--- config.mk ---
export PLATFORM = sky130hd
export DESIGN_NAME = mem_access_unit_flat
export DESIGN_NICKNAME = d
export VERILOG_FILES = /design/src/rtl/mem_access_unit_pkg.sv /design/src/rtl/mem_access_unit_if.sv /design/src/rtl/mem_access_unit_lane_align.sv /design/src/rtl/mem_access_unit.sv /design/src/flat_wrapper.sv
export SDC_FILE = /design/constraint.sdc
export NUM_CORES = 1
export LEC_CHECK = 0
export CAP_MARGIN = 30
export CORE_AREA = 3 3 117 119
export DETAILED_ROUTE_END_ITERATION = 8
export DIE_AREA = 0 0 120 122
export GPL_ROUTABILITY_DRIVEN = 1
export GPL_TIMING_DRIVEN = 0
export PLACE_DENSITY_LB_ADDON = 0.15
export REMOVE_ABC_BUFFERS = 1
export SLEW_MARGIN = 15
export SYNTH_ARGS = -nofsm -noshare
export SYNTH_HDL_FRONTEND = slang
export SYNTH_HIERARCHICAL = 1
export SYNTH_SLANG_ARGS = --single-unit
--- constraint.sdc ---
create_clock -name clk -period 2.6 [get_ports clk]
set_input_delay 0.52 -clock clk [delete_from_list [all_inputs] [get_ports clk]]
set_output_delay 0.52 -clock clk [all_outputs]
set_load 0.03 [all_outputs]
--- src/rtl/mem_access_unit_pkg.sv ---
// Shared definitions for the memory-stage load/store unit.
// Holds the funct3 encodings for loads and stores and the state encoding of
// the access FSM. It also provides the helpers that turn an access size and
// byte offset into byte enables and lane-replicated store data.
package rv32_mem_pkg;

    // funct3 encodings for loads and stores
    localparam logic [2:0] F3_B  = 3'b000;
    localparam logic [2:0] F3_H  = 3'b001;
    localparam logic [2:0] F3_W  = 3'b010;
    localparam logic [2:0] F3_BU = 3'b100;
    localparam logic [2:0] F3_HU = 3'b101;

    typedef enum logic [1:0] {
        ST_IDLE  = 2'd0,
        ST_ISSUE = 2'd1,
        ST_WAIT  = 2'd2,
        ST_DONE  = 2'd3
    } state_e;

    // Byte enables for an access of the given size code (f3[1:0]) at byte
    // offset off. Size code 11 never reaches the bus because it is illegal.
    function automatic logic [3:0] lane_be(input logic [1:0] size, input logic [1:0] off);
        logic [3:0] be;
        case (size)
            2'b00:   be = 4'b0001 << off;
            2'b01:   be = 4'b0011 << off;
            default: be = 4'b1111;
        endcase
        return be;
    endfunction

    // Replicate the store source across all lanes so that the byte enables
    // alone pick the bytes that get written.
    function automatic logic [31:0] lane_wdata(input logic [1:0] size, input logic [31:0] data);
        logic [31:0] wdata;
        case (size)
            2'b00:   wdata = {4{data[7:0]}};
            2'b01:   wdata = {2{data[15:0]}};
            default: wdata = data;
        endcase
        return wdata;
    endfunction

endpackage

--- src/rtl/mem_access_unit_if.sv ---
// Data memory port bundle between the load/store unit and the memory.
// Signals:
//   mem_req    request from the unit, held until granted
//   mem_we     1 = write, 0 = read
//   mem_addr   word-aligned byte address
//   mem_wdata  lane-replicated store data
//   mem_be     byte enables
//   mem_gnt    memory accepted the request this cycle
//   mem_rvalid read data valid
//   mem_rdata  read data
// The master modport is the load/store unit; the slave modport is the memory.
interface mem_access_unit_if;

    logic        mem_req;
    logic        mem_we;
    logic [31:0] mem_addr;
    logic [31:0] mem_wdata;
    logic [3:0]  mem_be;
    logic        mem_gnt;
    logic        mem_rvalid;
    logic [31:0] mem_rdata;

    modport master (
        output mem_req, mem_we, mem_addr, mem_wdata, mem_be,
        input  mem_gnt, mem_rvalid, mem_rdata
    );

    modport slave (
        input  mem_req, mem_we, mem_addr, mem_wdata, mem_be,
        output mem_gnt, mem_rvalid, mem_rdata
    );

endinterface

--- src/rtl/mem_access_unit_lane_align.sv ---
// mem_lane_align: combinational store-lane alignment and legality check.
// Ports:
//   we        1 = store request, 0 = load request
//   f3        funct3 of the access
//   off       byte offset addr[1:0]
//   st_data   store source (rs2)
//   mem_be    byte enables for the access
//   mem_wdata lane-replicated store data
//   legal     funct3 is valid for this direction and the address is aligned
module mem_lane_align
    import rv32_mem_pkg::*;
(
    input  logic        we,
    input  logic [2:0]  f3,
    input  logic [1:0]  off,
    input  logic [31:0] st_data,
    output logic [3:0]  mem_be,
    output logic [31:0] mem_wdata,
    output logic        legal
);

    logic f3_ok;
    logic align_ok;

    // Stores only have signed-style encodings; loads also accept the
    // unsigned byte/half variants. Alignment depends only on the size code.
    always_comb begin
        f3_ok    = 1'b0;
        align_ok = 1'b0;
        if (we) begin
            f3_ok = (f3 == F3_B) || (f3 == F3_H) || (f3 == F3_W);
        end else begin
            f3_ok = (f3 == F3_B) || (f3 == F3_H) || (f3 == F3_W) ||
                    (f3 == F3_BU) || (f3 == F3_HU);
        end
        case (f3[1:0])
            2'b00:   align_ok = 1'b1;
            2'b01:   align_ok = ~off[0];
            2'b10:   align_ok = (off == 2'b00);
            default: align_ok = 1'b0;
        endcase
        legal     = f3_ok & align_ok;
        mem_be    = lane_be(f3[1:0], off);
        mem_wdata = lane_wdata(f3[1:0], st_data);
    end

endmodule

--- src/rtl/mem_access_unit.sv ---
// mem_access_unit: memory-stage load/store unit.
// Accepts a load or store from the execute stage, checks it, runs the
// request/grant/response handshake with the data memory and stalls the
// pipeline while the access is in flight. Load data is returned shifted down
// to bit 0; the writeback stage does the final masking and extension.
// Ports:
//   clk, rst        clock, synchronous active-high reset
//   d_r_en, d_w_en  load / store request
//   f3              funct3 of the access
//   addr            effective byte address
//   st_data         store source
//   stall           pipeline hold
//   d_out           load data shifted to bit 0
//   d_out_valid     one-cycle pulse when an access completes
//   misalign_err    one-cycle pulse for a misaligned or illegal request
//   bus_err         one-cycle pulse when a load times out
//   mem             data memory port (master side)
module mem_access_unit
    import rv32_mem_pkg::*;
#(
    parameter int TIMEOUT = 16,
    parameter int XLEN    = 32
) (
    input  logic            clk,
    input  logic            rst,
    input  logic            d_r_en,
    input  logic            d_w_en,
    input  logic [2:0]      f3,
    input  logic [XLEN-1:0] addr,
    input  logic [XLEN-1:0] st_data,
    output logic            stall,
    output logic [XLEN-1:0] d_out,
    output logic            d_out_valid,
    output logic            misalign_err,
    output logic            bus_err,
    mem_access_unit_if.master mem
);

    localparam logic [7:0] TIMEOUT_LAST = 8'(TIMEOUT - 1);

    state_e          state_q, state_d;
    logic [1:0]      off_q, off_d;
    logic            we_q, we_d;
    logic [XLEN-1:0] addr_q, addr_d;
    logic [XLEN-1:0] wdata_q, wdata_d;
    logic [3:0]      be_q, be_d;
    logic [7:0]      cnt_q, cnt_d;
    logic [XLEN-1:0] dout_q, dout_d;
    logic            misalign_q, misalign_d;
    logic            bus_err_q, bus_err_d;

    logic            req;
    logic            both_req;
    logic            lane_legal;
    logic [3:0]      be_new;
    logic [XLEN-1:0] wdata_new;
    logic            mem_req_c;

    assign req      = d_r_en | d_w_en;
    assign both_req = d_r_en & d_w_en;

    mem_lane_align u_lane_align (
        .we        (d_w_en),
        .f3        (f3),
        .off       (addr[1:0]),
        .st_data   (st_data),
        .mem_be    (be_new),
        .mem_wdata (wdata_new),
        .legal     (lane_legal)
    );

    // Next-state and output logic of the access FSM. Address, data and
    // enables are captured once at acceptance so they stay stable through
    // ISSUE no matter what the execute stage does meanwhile.
    always_comb begin
        state_d     = state_q;
        off_d       = off_q;
        we_d        = we_q;
        addr_d      = addr_q;
        wdata_d     = wdata_q;
        be_d        = be_q;
        cnt_d       = cnt_q;
        dout_d      = dout_q;
        misalign_d  = 1'b0;
        bus_err_d   = 1'b0;
        stall       = 1'b0;
        mem_req_c   = 1'b0;
        d_out_valid = 1'b0;

        case (state_q)
            ST_IDLE: begin
                if (req) begin
                    if (lane_legal && !both_req) begin
                        stall   = 1'b1;
                        off_d   = addr[1:0];
                        we_d    = d_w_en;
                        addr_d  = {addr[XLEN-1:2], 2'b00};
                        wdata_d = wdata_new;
                        be_d    = be_new;
                        state_d = ST_ISSUE;
                    end else begin
                        misalign_d = 1'b1;
                    end
                end
            end

            ST_ISSUE: begin
                stall     = 1'b1;
                mem_req_c = 1'b1;
                if (mem.mem_gnt) begin
                    if (we_q) begin
                        state_d = ST_DONE;
                    end else begin
                        cnt_d   = 8'd0;
                        state_d = ST_WAIT;
                    end
                end
            end

            ST_WAIT: begin
                stall = 1'b1;
                cnt_d = cnt_q + 8'd1;
                // rvalid is tested first so a response on the final cycle
                // still completes the load without a bus error.
                if (mem.mem_rvalid) begin
                    dout_d  = mem.mem_rdata >> {off_q, 3'b000};
                    state_d = ST_DONE;
                end else if (cnt_q == TIMEOUT_LAST) begin
                    dout_d    = '0;
                    bus_err_d = 1'b1;
                    state_d   = ST_DONE;
                end
            end

            ST_DONE: begin
                d_out_valid = 1'b1;
                state_d     = ST_IDLE;
            end

            default: state_d = ST_IDLE;
        endcase
    end

    // State and capture registers.
    always_ff @(posedge clk) begin
        if (rst) begin
            state_q    <= ST_IDLE;
            off_q      <= 2'b00;
            we_q       <= 1'b0;
            addr_q     <= '0;
            wdata_q    <= '0;
            be_q       <= 4'b0000;
            cnt_q      <= 8'd0;
            dout_q     <= '0;
            misalign_q <= 1'b0;
            bus_err_q  <= 1'b0;
        end else begin
            state_q    <= state_d;
            off_q      <= off_d;
            we_q       <= we_d;
            addr_q     <= addr_d;
            wdata_q    <= wdata_d;
            be_q       <= be_d;
            cnt_q      <= cnt_d;
            dout_q     <= dout_d;
            misalign_q <= misalign_d;
            bus_err_q  <= bus_err_d;
        end
    end

    // A completing store shows 0 on d_out; the last load result is kept in
    // dout_q and reappears afterwards.
    assign d_out        = (state_q == ST_DONE && we_q) ? '0 : dout_q;
    assign misalign_err = misalign_q;
    assign bus_err      = bus_err_q;

    assign mem.mem_req   = mem_req_c;
    assign mem.mem_we    = we_q;
    assign mem.mem_addr  = addr_q;
    assign mem.mem_wdata = wdata_q;
    assign mem.mem_be    = be_q;

endmodule

--- src/flat_wrapper.sv ---
// flat-port wrapper written by rule: the top's interface ports become plain ports
module mem_access_unit_flat import rv32_mem_pkg::*;
#(
    parameter int TIMEOUT = 16,
    parameter int XLEN    = 32
)
  (clk, rst, d_r_en, d_w_en, f3, addr, st_data, stall, d_out, d_out_valid, misalign_err, bus_err, mem_mem_req, mem_mem_we, mem_mem_addr, mem_mem_wdata, mem_mem_be, mem_mem_gnt, mem_mem_rvalid, mem_mem_rdata);
  mem_access_unit_if mem_i ();
  input  logic clk;
  input  logic rst;
  input  logic d_r_en;
  input  logic d_w_en;
  input  logic [2:0] f3;
  input  logic [XLEN-1:0] addr;
  input  logic [XLEN-1:0] st_data;
  output logic stall;
  output logic [XLEN-1:0] d_out;
  output logic d_out_valid;
  output logic misalign_err;
  output logic bus_err;
  output wire logic [$bits(mem_i.mem_req)-1:0] mem_mem_req;
  output wire logic [$bits(mem_i.mem_we)-1:0] mem_mem_we;
  output wire logic [$bits(mem_i.mem_addr)-1:0] mem_mem_addr;
  output wire logic [$bits(mem_i.mem_wdata)-1:0] mem_mem_wdata;
  output wire logic [$bits(mem_i.mem_be)-1:0] mem_mem_be;
  input wire logic [$bits(mem_i.mem_gnt)-1:0] mem_mem_gnt;
  input wire logic [$bits(mem_i.mem_rvalid)-1:0] mem_mem_rvalid;
  input wire logic [$bits(mem_i.mem_rdata)-1:0] mem_mem_rdata;
  assign mem_mem_req = mem_i.mem_req;
  assign mem_mem_we = mem_i.mem_we;
  assign mem_mem_addr = mem_i.mem_addr;
  assign mem_mem_wdata = mem_i.mem_wdata;
  assign mem_mem_be = mem_i.mem_be;
  assign mem_i.mem_gnt = mem_mem_gnt;
  assign mem_i.mem_rvalid = mem_mem_rvalid;
  assign mem_i.mem_rdata = mem_mem_rdata;
  mem_access_unit #(.TIMEOUT(TIMEOUT), .XLEN(XLEN)) u_core (.clk(clk), .rst(rst), .d_r_en(d_r_en), .d_w_en(d_w_en), .f3(f3), .addr(addr), .st_data(st_data), .stall(stall), .d_out(d_out), .d_out_valid(d_out_valid), .misalign_err(misalign_err), .bus_err(bus_err), .mem(mem_i));
endmodule
# Word-level counts from Yosys, hierarchy flattened

Index checks and enable logic that the tools add are counted.

Register bits: 113
Logic and storage cells: 80
Input bits: 105
Output and inout bits: 106

Reduce and logical (&&, ||, !) cells: 20
Shift-type cells: 3
$add $sub $neg: 1
Bitwise operators: 7
Eq/ne operators: 15
Mux-type cells: 24

Operators by type and width:

| cell                                                  | number |
|---|---|
| 2-to-1 mux 32 bit                                     | 3 |
| case mux 32 bit (2 select lines)                      | 1 |
| >> shifter 32 x 5 -> 32 bit                           | 1 |
| 2-to-1 mux 8 bit                                      | 2 |
| case mux 8 bit (2 select lines)                       | 1 |
| 2-to-1 mux 2 bit                                      | 5 |
| adder 8 x 1 -> 8 bit, second input constant           | 1 |
| == test 8 x 4 -> 1 bit, second input constant         | 1 |
| 2-to-1 mux 1 bit                                      | 8 |
| case mux 2 bit (4 select lines)                       | 1 |
| case mux 4 bit (2 select lines)                       | 1 |
| == test 2 bit, second input constant                  | 3 |
| == test 3 bit, second input constant                  | 2 |
| logical NOT 2 bit                                     | 3 |
| AND reduction 3 bit                                   | 2 |
| OR reduction 3 bit                                    | 2 |
| == test 2 x 1 -> 1 bit, second input constant         | 2 |
| logical OR 1 bit                                      | 4 |
| inequality test 2 x 1 -> 1 bit, second input constant | 2 |
| inequality test 2 bit, second input constant          | 2 |
| NOT 1 bit                                             | 4 |
| AND reduction 4 bit                                   | 1 |
| nonzero test 2 bit                                    | 2 |
| << shifter 1 x 2 -> 4 bit, first input constant       | 1 |
| other kinds (13)                                      | 15 |

# Longest topological paths before layout

Gate-level depths: netlist of the first run.

Word-level depth: 11
Gate-level depth with buffers: 9
Mapped depth without buffers: 6

# Modules after synthesis

Netlist of the first run, hierarchy kept.

By module, submodules not included:

| module          | cells each | seq. area each (sq um) | area an instance (sq um) | times used |
|---|---|---|---|---|
| mem_access_unit | 616        | 2262.2                 | 5003.5                   | 1 |
| mem_lane_align  | 64         | 0.0                    | 521.8                    | 1 |

# Worst setup path before layout of the first run

Ideal clock, no wire load.

Kind: in2out
From: input port f3[0]
To: output port stall
Slack: -83 ps
Data required time: 2080 ps
Cell stages on the path: 6
Buffers on the path: 3
Arrival: 2163 ps
Path through: buf_6 > buf_6 > o41ai_2 > nand3_1 > clkbuf_1 > a21oi_1

Longest elaborated chain between the ends: 11
Elaborated cells on any way between the ends: 19
Classes of those cells: eq/ne: 6; mux: 5; bitwise: 1; reduce/logical: 7

Ends and longest elaborated chain:

| element                                                            | line                                                               | text |
|---|---|---|
| start, declared                                                    | flat_wrapper.sv:13                                                 | `input logic [2:0] f3;` |
| == test 3 x 1 -> 1 bit / logical NOT 3 bit (equally long branches) | mem_access_unit_lane_align.sv:31, mem_access_unit_lane_align.sv:33 |  |
| logical OR 1 bit (2 in a row)                                      | mem_access_unit_lane_align.sv:31, mem_access_unit_lane_align.sv:33 |  |
| logical OR 1 bit                                                   | mem_access_unit_lane_align.sv:33                                   | `f3_ok = (f3 == F3_B) \|\| (f3 == F3_H) \|\| (f3 == F3_W) \|\|` |
| logical OR 1 bit                                                   | mem_access_unit_lane_align.sv:34                                   | `(f3 == F3_BU) \|\| (f3 == F3_HU);` |
| 2-to-1 mux 1 bit                                                   | mem_access_unit_lane_align.sv:30                                   | `if (we) begin` |
| AND 1 bit (*)                                                      | mem_access_unit_lane_align.sv:42                                   | `legal = f3_ok & align_ok;` |
| net u_core.lane_legal                                              | mem_access_unit.sv:54                                              | `logic lane_legal;` |
| logical AND 1 bit (*)                                              | mem_access_unit.sv:93                                              | `if (lane_legal && !both_req) begin` |
| 2-to-1 mux 1 bit (*)                                               | mem_access_unit.sv:93                                              |  |
| 2-to-1 mux 1 bit (*)                                               | mem_access_unit.sv:92                                              | `if (req) begin` |
| case mux 1 bit (2 select lines) (*)                                | mem_access_unit.sv:90                                              | `case (state_q)` |
| end, declared                                                      | flat_wrapper.sv:16                                                 | `output logic stall;` |

The timed path passes the listed nets; every way through them passes the cells marked *.

# Worst setup path in the final report of the first run

From: input port d_w_en
To: output port stall

Longest elaborated chain between the ends: 6
Elaborated cells on any way between the ends: 9
Classes of those cells: mux: 4; bitwise: 3; reduce/logical: 2

Ends and longest elaborated chain:

| element                         | line                             | text |
|---|---|---|
| start, declared                 | flat_wrapper.sv:12               | `input logic d_w_en;` |
| 2-to-1 mux 1 bit                | mem_access_unit_lane_align.sv:30 |  |
| AND 1 bit                       | mem_access_unit_lane_align.sv:42 |  |
| net u_core.lane_legal           | mem_access_unit.sv:54            |  |
| logical AND 1 bit               | mem_access_unit.sv:93            |  |
| 2-to-1 mux 1 bit                | mem_access_unit.sv:93            |  |
| 2-to-1 mux 1 bit                | mem_access_unit.sv:92            |  |
| case mux 1 bit (2 select lines) | mem_access_unit.sv:90            |  |

The timed path passes the listed nets, and every way through them passes these cells.

==> results.toml, run 1 <==
[yosys]
avgSynthCellArea_um2 = 8.13
synth_edf_count = 0
synthAdderAreaFrac_pct = 1.77
ys_seq_elements = 113
yosysSeqAreaShare_pct = 40.9
synth_xor_area_share_pct = 0.951
synth_area_um2 = 5530
yosys.area_share.simple_pct = 20.4
synth.area.mux_share_pct = 9.24
async_flop_share_pct = 0
yosysWarnings = 6
ys_types = 52
synth_ff_type = "dfxtp_1"
synth_compound_area_share_pct = 19.8
synth_top_family_by_area = "simple AND/OR/NAND/NOR gates"
syn_inst = 680

[timing]
timing.final.crit_share_pct = 96.5
fmax_mhz = 399
drv_slew = 0
fin_hold_ws_ns = 0.452
layout_setup_ws_ns = 0.0917
rsz0062_at_grt = "no"
slew_headroom_pct = 40.4
final_hold_viol_count = 0
worst_pin_slew_ns = 0.892
min_period_ns = 2.51
setup_viol = 0
finClkSkew_ns = 0.00693

[clock_tree]
clockBufferDepth = 2
tritoncts = "yes"
hold_buffers = 0
htreeDepth = 4
root_buffer = "clkbuf_16"
cts_buffers = 17
path_clk_slew_ns = 0.05
clock_latency_ns = 0.41
clock_sinks = 113

[min_path]
min_path_type = "register to register"
hold_depth = 2

[power]
p_per_area_nw_per_um2 = 678
power_switching_w = 0.00162
combPwrFrac_pct = 24.5
power_w = 0.00554
irDropWorstVdd_uv = 422
p_sw_share_pct = 29.2
power_frac_seq_pct = 35.1
internal-power_w = 0.00392
clkPwrFrac_pct = 40.4
cellLeakagePower_nw = 3.05

[cells_and_area]
drive_gt1_share_pct = 8.60
num_antenna_cells = 0
final_area_um2 = 8170
final_cells = 1032
finalNetCount = 960
synthToLayoutAreaGrowth_pct = 47.8

[floorplanning]
die_w_um = 120
die_area_um2 = 14600
initial_core_util_pct = 43.6
core_um2 = 12700
rows = 41
die_h_um = 122
io_pins = 211

[global_route]
grt_pass1_vias = 5237
overflow = 0
grt_max_degree = 70
track_usage_pct = 21.7
antenna_found_initial = 0
grt_pass1_wl_um = 25700

[route]
route.detailed.drc = 0
final_antenna_net_count = 0
vias = 5465
firstDrtPassIters = 6
drt_iter0_drc = 403
wl_per_cell_um = 15.9
routed_wirelength_um = 16400
vias_per_cell = 5.30

[setup_path]
worst_ep_required_time_ns = 2.08
cp-start-kind = "input port"
crit_path_end_kind = "output pin"
reg2regPathDepth = 5
cp_data_arrival_time_ns = 1.99
crit_type = "input port to output pin"
cp_max_fo = 4

[placed_design]
placed_area_um2 = 7590
hpwl_um = 11200
place_ws_ns = -1.27
finalWeightedCongestion = 0.856
placedCellCount = 999
io_buffers = 208

[run_status]
status = "completed"

[run]
cap_violations = 0
per-layer routing:
metal,part of all wire [%],global-route usage [%],vias to the layer above
met4,2.0,9.16,0
met5,0,0,-
met1,40,24.9,2526
li1,-,-,2675
met2,47,35.2,237
met3,10,9.94,27
layout by cell type (no fill, tap or decap), types with 2 or more instances in the layout:
| master | count |
|---|---|
| o211ai_1 | 2 |
| nand4_1 | 16 |
| clkbuf_16 | 17 |
| o21bai_1 | 3 |
| dlygate4sd2_1 | 33 |
| nand2b_1 | 4 |
| a31o_2 | 3 |
| nor3_1 | 2 |
| o2111ai_1 | 11 |
| o21ai_0 | 29 |
| mux2_1 | 8 |
| nand2_1 | 159 |
| o2bb2ai_1 | 8 |
| and2_1 | 32 |
| clkinv_2 | 3 |
| a21oi_1 | 107 |
| mux2_2 | 16 |
| o21ai_1 | 12 |
| buf_8 | 3 |
| nor2_1 | 6 |
| ha_1 | 6 |
| inv_1 | 9 |
| or4_1 | 2 |
| nand3_1 | 8 |
| buf_2 | 2 |
| conb_1 | 2 |
| clkbuf_8 | 8 |
| xor2_1 | 4 |
| clkdlybuf4s50_1 | 171 |
| clkbuf_1 | 2 |
| xnor2_1 | 2 |
| buf_4 | 2 |
| mux2i_1 | 24 |
| dfxtp_1 | 113 |
| o31ai_1 | 2 |
state kept, by name, summed over array words and instances, names as in the netlist:
| name | cells |
|---|---|
| u_core/bus_err | 1 |
| u_core/cnt_q | 8 |
| u_core/dout_q | 32 |
| u_core/mem.mem_addr | 30 |
| u_core/mem.mem_be | 4 |
| u_core/mem.mem_wdata | 32 |
| u_core/mem.mem_we | 1 |
| u_core/misalign_err | 1 |
| u_core/off_q | 2 |
| u_core/state_q | 2 |
cell type report:
class,count,area (um2)
Fill cell,1099,4500
Multi-Input combinational cell,493,2940
Sequential cell,113,2260
Timing Repair Buffer,214,2130
Clock buffer,27,543
Tap cell,172,215
Clock inverter,4,45.0
Inverter,9,33.8
kinds of logic (layout without fill, tap and decap cells):
group,count (synthesis),after routing
compound gates,187,187
xor+xnor,6,6
fa+ha+maj,8,8
buf+inv,75,254
flops,113,113
mux,48,48
other cells,1,2
simple gates,242,242
worst paths after layout:
kind | start | endpoint | slack [ns]
max | d_w_en | stall | 0.09
min | u_core/mem.mem_addr[4] | u_core/mem.mem_addr[4] | 0.45
max reg2reg | u_core/state_q[0] | u_core/dout_q[19] | 0.26
min reg2reg | u_core/mem.mem_addr[4] | u_core/mem.mem_addr[4] | 0.45
power groups by stage:
| stage | Clock [W] | Combinational, W | Sequential [W] |
|---|---|---|---|
| final | 0.00224 | 0.00136 | 0.00194 |
| after global placement | 0 | 0.00132 | 0.00197 |
| after CTS | 0.00229 | 0.00137 | 0.00194 |
| after floorplan | 0 | 0.000573 | 0.00213 |
| after global routing | 0.00237 | 0.00146 | 0.00196 |
| after detailed placement | 0 | 0.00137 | 0.00198 |
worst max-delay path: stages:
cell             delay (ns)
clkdlybuf4s50_1        0.48
a221o_2                0.41
o41ai_4                0.09
nand3_4                0.11
a21oi_1                0.16
buf_2                  0.21
synthesized netlist by cell type, drive strengths merged (3+ instances only):
master	number	area, um2
a21oi	107	536
a31o	3	26.3
and2	33	206
buf	26	188
clkbuf	40	155
dfxtp	113	2260
ha	7	87.6
inv	9	33.8
mux2	24	270
mux2i	24	240
nand2	160	601
nand2b	4	25.0
nand3	9	45.0
nand4	16	100
nor2	7	33.8
o2111ai	11	96.3
o21ai	42	214
o21bai	3	22.5
o2bb2ai	8	70.1
xor2	4	35.0
stage by stage:
step	util [%]	setup TNS [ns]
after floorplan	-	-9.11
after global placement	59.1	-243.01
final	64.5	0
after global routing	64.5	0
after detailed placement	59.9	-60.14
after CTS	64.4	-0.0328
timing repair:
item,4_1_cts,5_1_grt
setup buffers,1,0
setup endpoints to repair,102,1
pin swaps,2,1
resized for setup,45,4
No activity file was read; power rests on OpenSTA's default activity.
==> run 2, diff against run 1 <==
PLACE_DENSITY = 0.81   (was unset)
PLACE_DENSITY_LB_ADDON = unset   (was 0.15)
==> run 2 against run 1 <==
  * The run now ends with negative setup slack left
  * Wire length fell by 0.60%
  * Highest routed layer unchanged
  * First-iteration DRC count rose by 0.74%
  * Maximum frequency fell by 4.0%
  * Total power fell by 2.5%
  * Worst hold slack got worse by 0.0017 ns
  * Setup slack got worse by 0.10 ns
  * Core utilization rose by 0.30 points
  * Critical path depth did not move
  * Critical path type unchanged
  * Flip-flop and latch count did not move
  * Via count fell by 2.0%
==> results.toml, run 2 (synthesis gave the netlist of run 1 again) <==
[floorplanning]
initial_core_util_pct = 43.6
io_pins = 211
core_um2 = 12700
die_area_um2 = 14600
die_h_um = 122
die_w_um = 120
rows = 41

[timing]
fmax_mhz = 383
final_hold_viol_count = 0
timing.final.crit_share_pct = 100
setup_viol = 1
min_period_ns = 2.61
rsz0062_at_grt = "yes"
slew_headroom_pct = 38.5
fin_hold_ws_ns = 0.450
layout_setup_ws_ns = -0.0127
finClkSkew_ns = 0.00923
drv_slew = 0
worst_pin_slew_ns = 0.921

[global_route]
grt_pass1_wl_um = 26200
grt_pass1_vias = 5159
overflow = 0
antenna_found_initial = 0
track_usage_pct = 22.3
grt_max_degree = 70

[power]
p_per_area_nw_per_um2 = 658
irDropWorstVdd_uv = 478
cellLeakagePower_nw = 3.20
power_w = 0.00540

[clock_tree]
clockBufferDepth = 2
path_clk_slew_ns = 0.05
clock_sinks = 113
cts_buffers = 17
hold_buffers = 0
tritoncts = "yes"
htreeDepth = 4
clock_latency_ns = 0.41
root_buffer = "clkbuf_16"

[cells_and_area]
final_cells = 1032
nFillCells = 1104
drive_gt1_share_pct = 8.72
final_common_cell = "clkdlybuf4s50_1"
finalNetCount = 961
final_cell_mix = "170 x clkdlybuf4s50_1, 159 x nand2_1, 113 x dfxtp_1, 107 x a21oi_1, 32 x and2_1"
synthToLayoutAreaGrowth_pct = 48.5
num_antenna_cells = 0

[run_status]
status = "finished, violations left"
violations = "negative setup slack"

[setup_path]
cp_data_arrival_time_ns = 2.09
cp-start-kind = "input port"
crit_type = "input port to output pin"
path_cells = "clkdlybuf4s50_1, a221o_2, o41ai_4, nand3_4, a21oi_1, clkdlybuf4s15_2"
cpMaxStageDelayCell = "clkdlybuf4s50_1"
crit_path_end_kind = "output pin"
crit_buf_inv = 2
cpPeakStageDelay_ns = 0.49
critPathTopFamily = "buffers and inverters"
cp_max_fo = 4
worst_ep_required_time_ns = 2.08

[route]
vias_per_cell = 5.19
wl_per_cell_um = 15.8
route.detailed.drc = 0
drt_iter0_drc = 406
vias = 5357
routed_wirelength_um = 16300
firstDrtPassIters = 5
final_antenna_net_count = 0

[min_path]
min_path_type = "register to register"

[run]
cap_violations = 0

[placed_design]
placedCellCount = 999
io_buffers = 208
hpwl_um = 11100
finalWeightedCongestion = 0.792
-- run 2: changes by cell type in the layout (fill, tap and decap cells not counted), sizes merged, moves of 3 or more --
cell | before | now
dlygate4sd2 | 33 | 22
clkbuf | 27 | 24
clkinv | 3 | 6
dlymetal6s2s | 0 | 13
-- run 2: worst paths after layout --
path / start / endpoint / slack, ns / cells after the start
max reg2reg: u_core/state_q[0] / u_core/dout_q[16] / 0.22 / 5
min reg2reg: u_core/mem.mem_addr[10] / u_core/mem.mem_addr[10] / 0.45 / 2
max: d_w_en / stall / -0.01 / 6
min: u_core/mem.mem_addr[10] / u_core/mem.mem_addr[10] / 0.45 / 2
-- run 2: final cells by class --
type	count	area, um2	share of cell area (%)
clock buffer	24	512	6.24
inverter	9	33.8	0.412
timing repair buffer	215	2200	26.8
clock inverter	6	30.0	0.366
tap	172	215	2.62
multi-input combinational	493	2950	35.9
sequential	113	2260	27.6
-- run 2: metal layers --
metal	global-route usage, %	vias up	part of all wire (%)
met1	25.5	2447	40
met4	6.80	0	1.0
met3	10.4	14	10
met2	37.1	216	48
li1	-	2680	-
met5	0	-	0
-- run 2: power breakdown --
group | total (W) | internal, W | switching, W
logic | 0.00138 | 0.000568 | 0.000809
clock network | 0.00208 | 0.00134 | 0.000740
registers | 0.00194 | 0.00186 | 0.0000803
total | 0.00540 | 0.00377 | 0.00163
-- run 2: through the flow --
stage / util, % / setup TNS [ns] / cell area [um2] / worst slack [ns]
after floorplan: - / -9.11 / 5190 / -1.10
after global placement: 59.1 / -255.81 / 7480 / -3.67
after detailed placement: 59.9 / -63.26 / 7590 / -1.31
after CTS: 64.3 / -0.0316 / 8150 / -0.0316
after global routing: 64.7 / -0.118 / 8200 / -0.0916
final: 64.7 / -0.0127 / 8200 / -0.0127
-- run 2: worst min-delay path, cell delays in order, from the launching register on --
cell,delay (ns)
dfxtp_1,0.30
nand2_1,0.05
a21oi_1,0.05
-- run 2: repair_timing --
item	CTS	global route
gates resized for setup	33	13
pin swaps	3	1
endpoints found under the hold margin	0	0
setup buffers	1	1
setup endpoints to repair	102	17
==> run 3, diff against run 2 <==
clock period = 2.5 ns   (was 2.6 ns; I/O delays follow)
==> run 3 against run 2 <==
  * The flow now finishes without violations
  * Register-to-register slack gained 0.32 ns
  * Combinational power grew 5%
  * Flip-flop and latch count did not move
  * Critical endpoint unchanged
  * Count of clock-buffer cells in the layout stayed put
  * Via count increased by 0.86%
  * Core utilization decreased by 0.24 points
  * Die area stayed put
  * Critical path depth did not move
  * Sequential power is 4% higher
==> results.toml, run 3 (synthesis gave the netlist of run 1 again) <==
[setup_path]
worst_ep_required_time_ns = 2.00
crit_path_end_kind = "output pin"
cpMaxStageDelayCell = "clkdlybuf4s50_1"
timing.rr.start = "u_core/state_q[0]"
cp_max_fo = 4
crit_path_end = "stall"
cp_data_arrival_time_ns = 1.93
crit_buf_inv = 2
cp-start-kind = "input port"
path_depth = 6
critPathTopFamily = "compound AO/OA/AOI/OAI gates"
reg2regPathDepth = 5
path_cells = "clkdlybuf4s50_1, a221o_2, o41ai_4, nand3_4, a21oi_2, buf_4"
cpPeakStageDelay_ns = 0.49
critPathLaunch = "d_w_en"
worstReg2RegEnd = "u_core/mem.mem_addr[21]"
crit_type = "input port to output pin"
regToRegSetupSlack_ns = 0.54

[power]
irDropWorstVdd_uv = 499
cellLeakagePower_nw = 3.03
p_per_area_nw_per_um2 = 689

[cells_and_area]
multi_input_area_um2 = 2960
num_antenna_cells = 0
regArea_um2 = 2260
final_cell_mix = "170 x clkdlybuf4s50_1, 159 x nand2_1, 113 x dfxtp_1, 106 x a21oi_1, 34 x dlygate4sd2_1"
synthToLayoutAreaGrowth_pct = 47.9
nFillCells = 1123
drive_gt1_share_pct = 9.06
final_cells = 1033
final_common_cell = "clkdlybuf4s50_1"
finalNetCount = 962

[placed_design]
io_buffers = 208
place_ws_ns = -1.37
placedCellCount = 999
finalWeightedCongestion = 0.792
hpwl_um = 11100

[global_route]
overflow = 0
grt_pass1_vias = 5159
grt_pass1_wl_um = 26200
track_usage_pct = 22.3
grt_max_degree = 70
antenna_found_initial = 0

[floorplanning]
initial_core_util_pct = 43.6
core_um2 = 12700
die_h_um = 122
die_w_um = 120
io_pins = 211
die_area_um2 = 14600
rows = 41

[timing]
final_hold_viol_count = 0
setup_viol = 0
rsz0062_at_grt = "yes"
min_period_ns = 2.43
layout_setup_ws_ns = 0.0700
slew_headroom_pct = 45.4
tns_ns = 0
drv_slew = 0
worst_pin_slew_ns = 0.820
fmax_mhz = 412
fin_hold_ws_ns = 0.450
finClkSkew_ns = 0.0101
timing.final.crit_share_pct = 97.2

[route]
route.detailed.drc = 0
final_antenna_net_count = 0
drt_iter0_drc = 365
wl_per_cell_um = 15.9
vias_per_cell = 5.23
vias = 5403
routed_wirelength_um = 16400
firstDrtPassIters = 5

[clock_tree]
path_clk_slew_ns = 0.05
clock_latency_ns = 0.41
tritoncts = "yes"
cts_buffers = 17
root_buffer = "clkbuf_16"
htreeDepth = 4
clock_sinks = 113
clockBufferDepth = 2

[run_status]
status = "completed"

[run]
cap_violations = 0

[min_path]
min_path_type = "register to register"
[run 3: timing repair]
action | 4_1_cts | 5_1_grt
cloned | 0 | 1
endpoints found under the setup margin | 102 | 32
pin swaps | 3 | 1
hold buffers | 0 | 0
setup buffers | 1 | 1
gates resized for setup | 45 | 11
[run 3: area by class of cell]
class                           count  area share (%)
Sequential cell                   113            27.7
Clock buffer                       24            6.26
Timing Repair inverter              1          0.0918
Clock inverter                      6           0.367
Tap cell                          172            2.63
Multi-Input combinational cell    493            36.2
Inverter                            9           0.459
Timing Repair Buffer              215            26.3
[run 3: tightest hold or removal path: stages (launching register included)]
cell and delay, ns:
dfxtp_1 0.30, nand2_1 0.05, a21oi_1 0.05
[run 3: worst min path at each step]
stage,startpoint,to,cells after the start
2_1_floorplan,u_core/dout_q[16],u_core/dout_q[16],2
3_3_place_gp,u_core/mem.mem_addr[4],u_core/mem.mem_addr[4],2
3_5_place_dp,u_core/mem.mem_wdata[22],u_core/mem.mem_wdata[22],2
4_1_cts,u_core/mem.mem_wdata[22],u_core/mem.mem_wdata[22],2
5_1_grt,u_core/mem.mem_addr[23],u_core/mem.mem_addr[23],2
6_report,u_core/mem.mem_addr[10],u_core/mem.mem_addr[10],2
[run 3: power by group]
group	internal [W]	switching, W	total, W
registers	0.00193	0.0000848	0.00202
logic	0.000593	0.000853	0.00145
clock network	0.00140	0.000769	0.00217
[run 3: metrics by stage]
stage	util [%]	cell area [um2]	total power (W)
after floorplan	-	5190	0.00281
after global placement	59.1	7480	0.00344
after detailed placement	59.9	7590	0.00348
after CTS	64.2	8130	0.00566
after global routing	64.5	8170	0.00591
final	64.5	8170	0.00563
[run 3: routing by layer]
layer  vias to the layer above  wire length [um]  global-route usage, %
met5                         -                 0                      0
met4                         0               167                   6.80
met3                        16              1740                   10.4
met2                       211              7880                   37.1
met1                      2495              6640                   25.5
li1                       2681                 -                      -
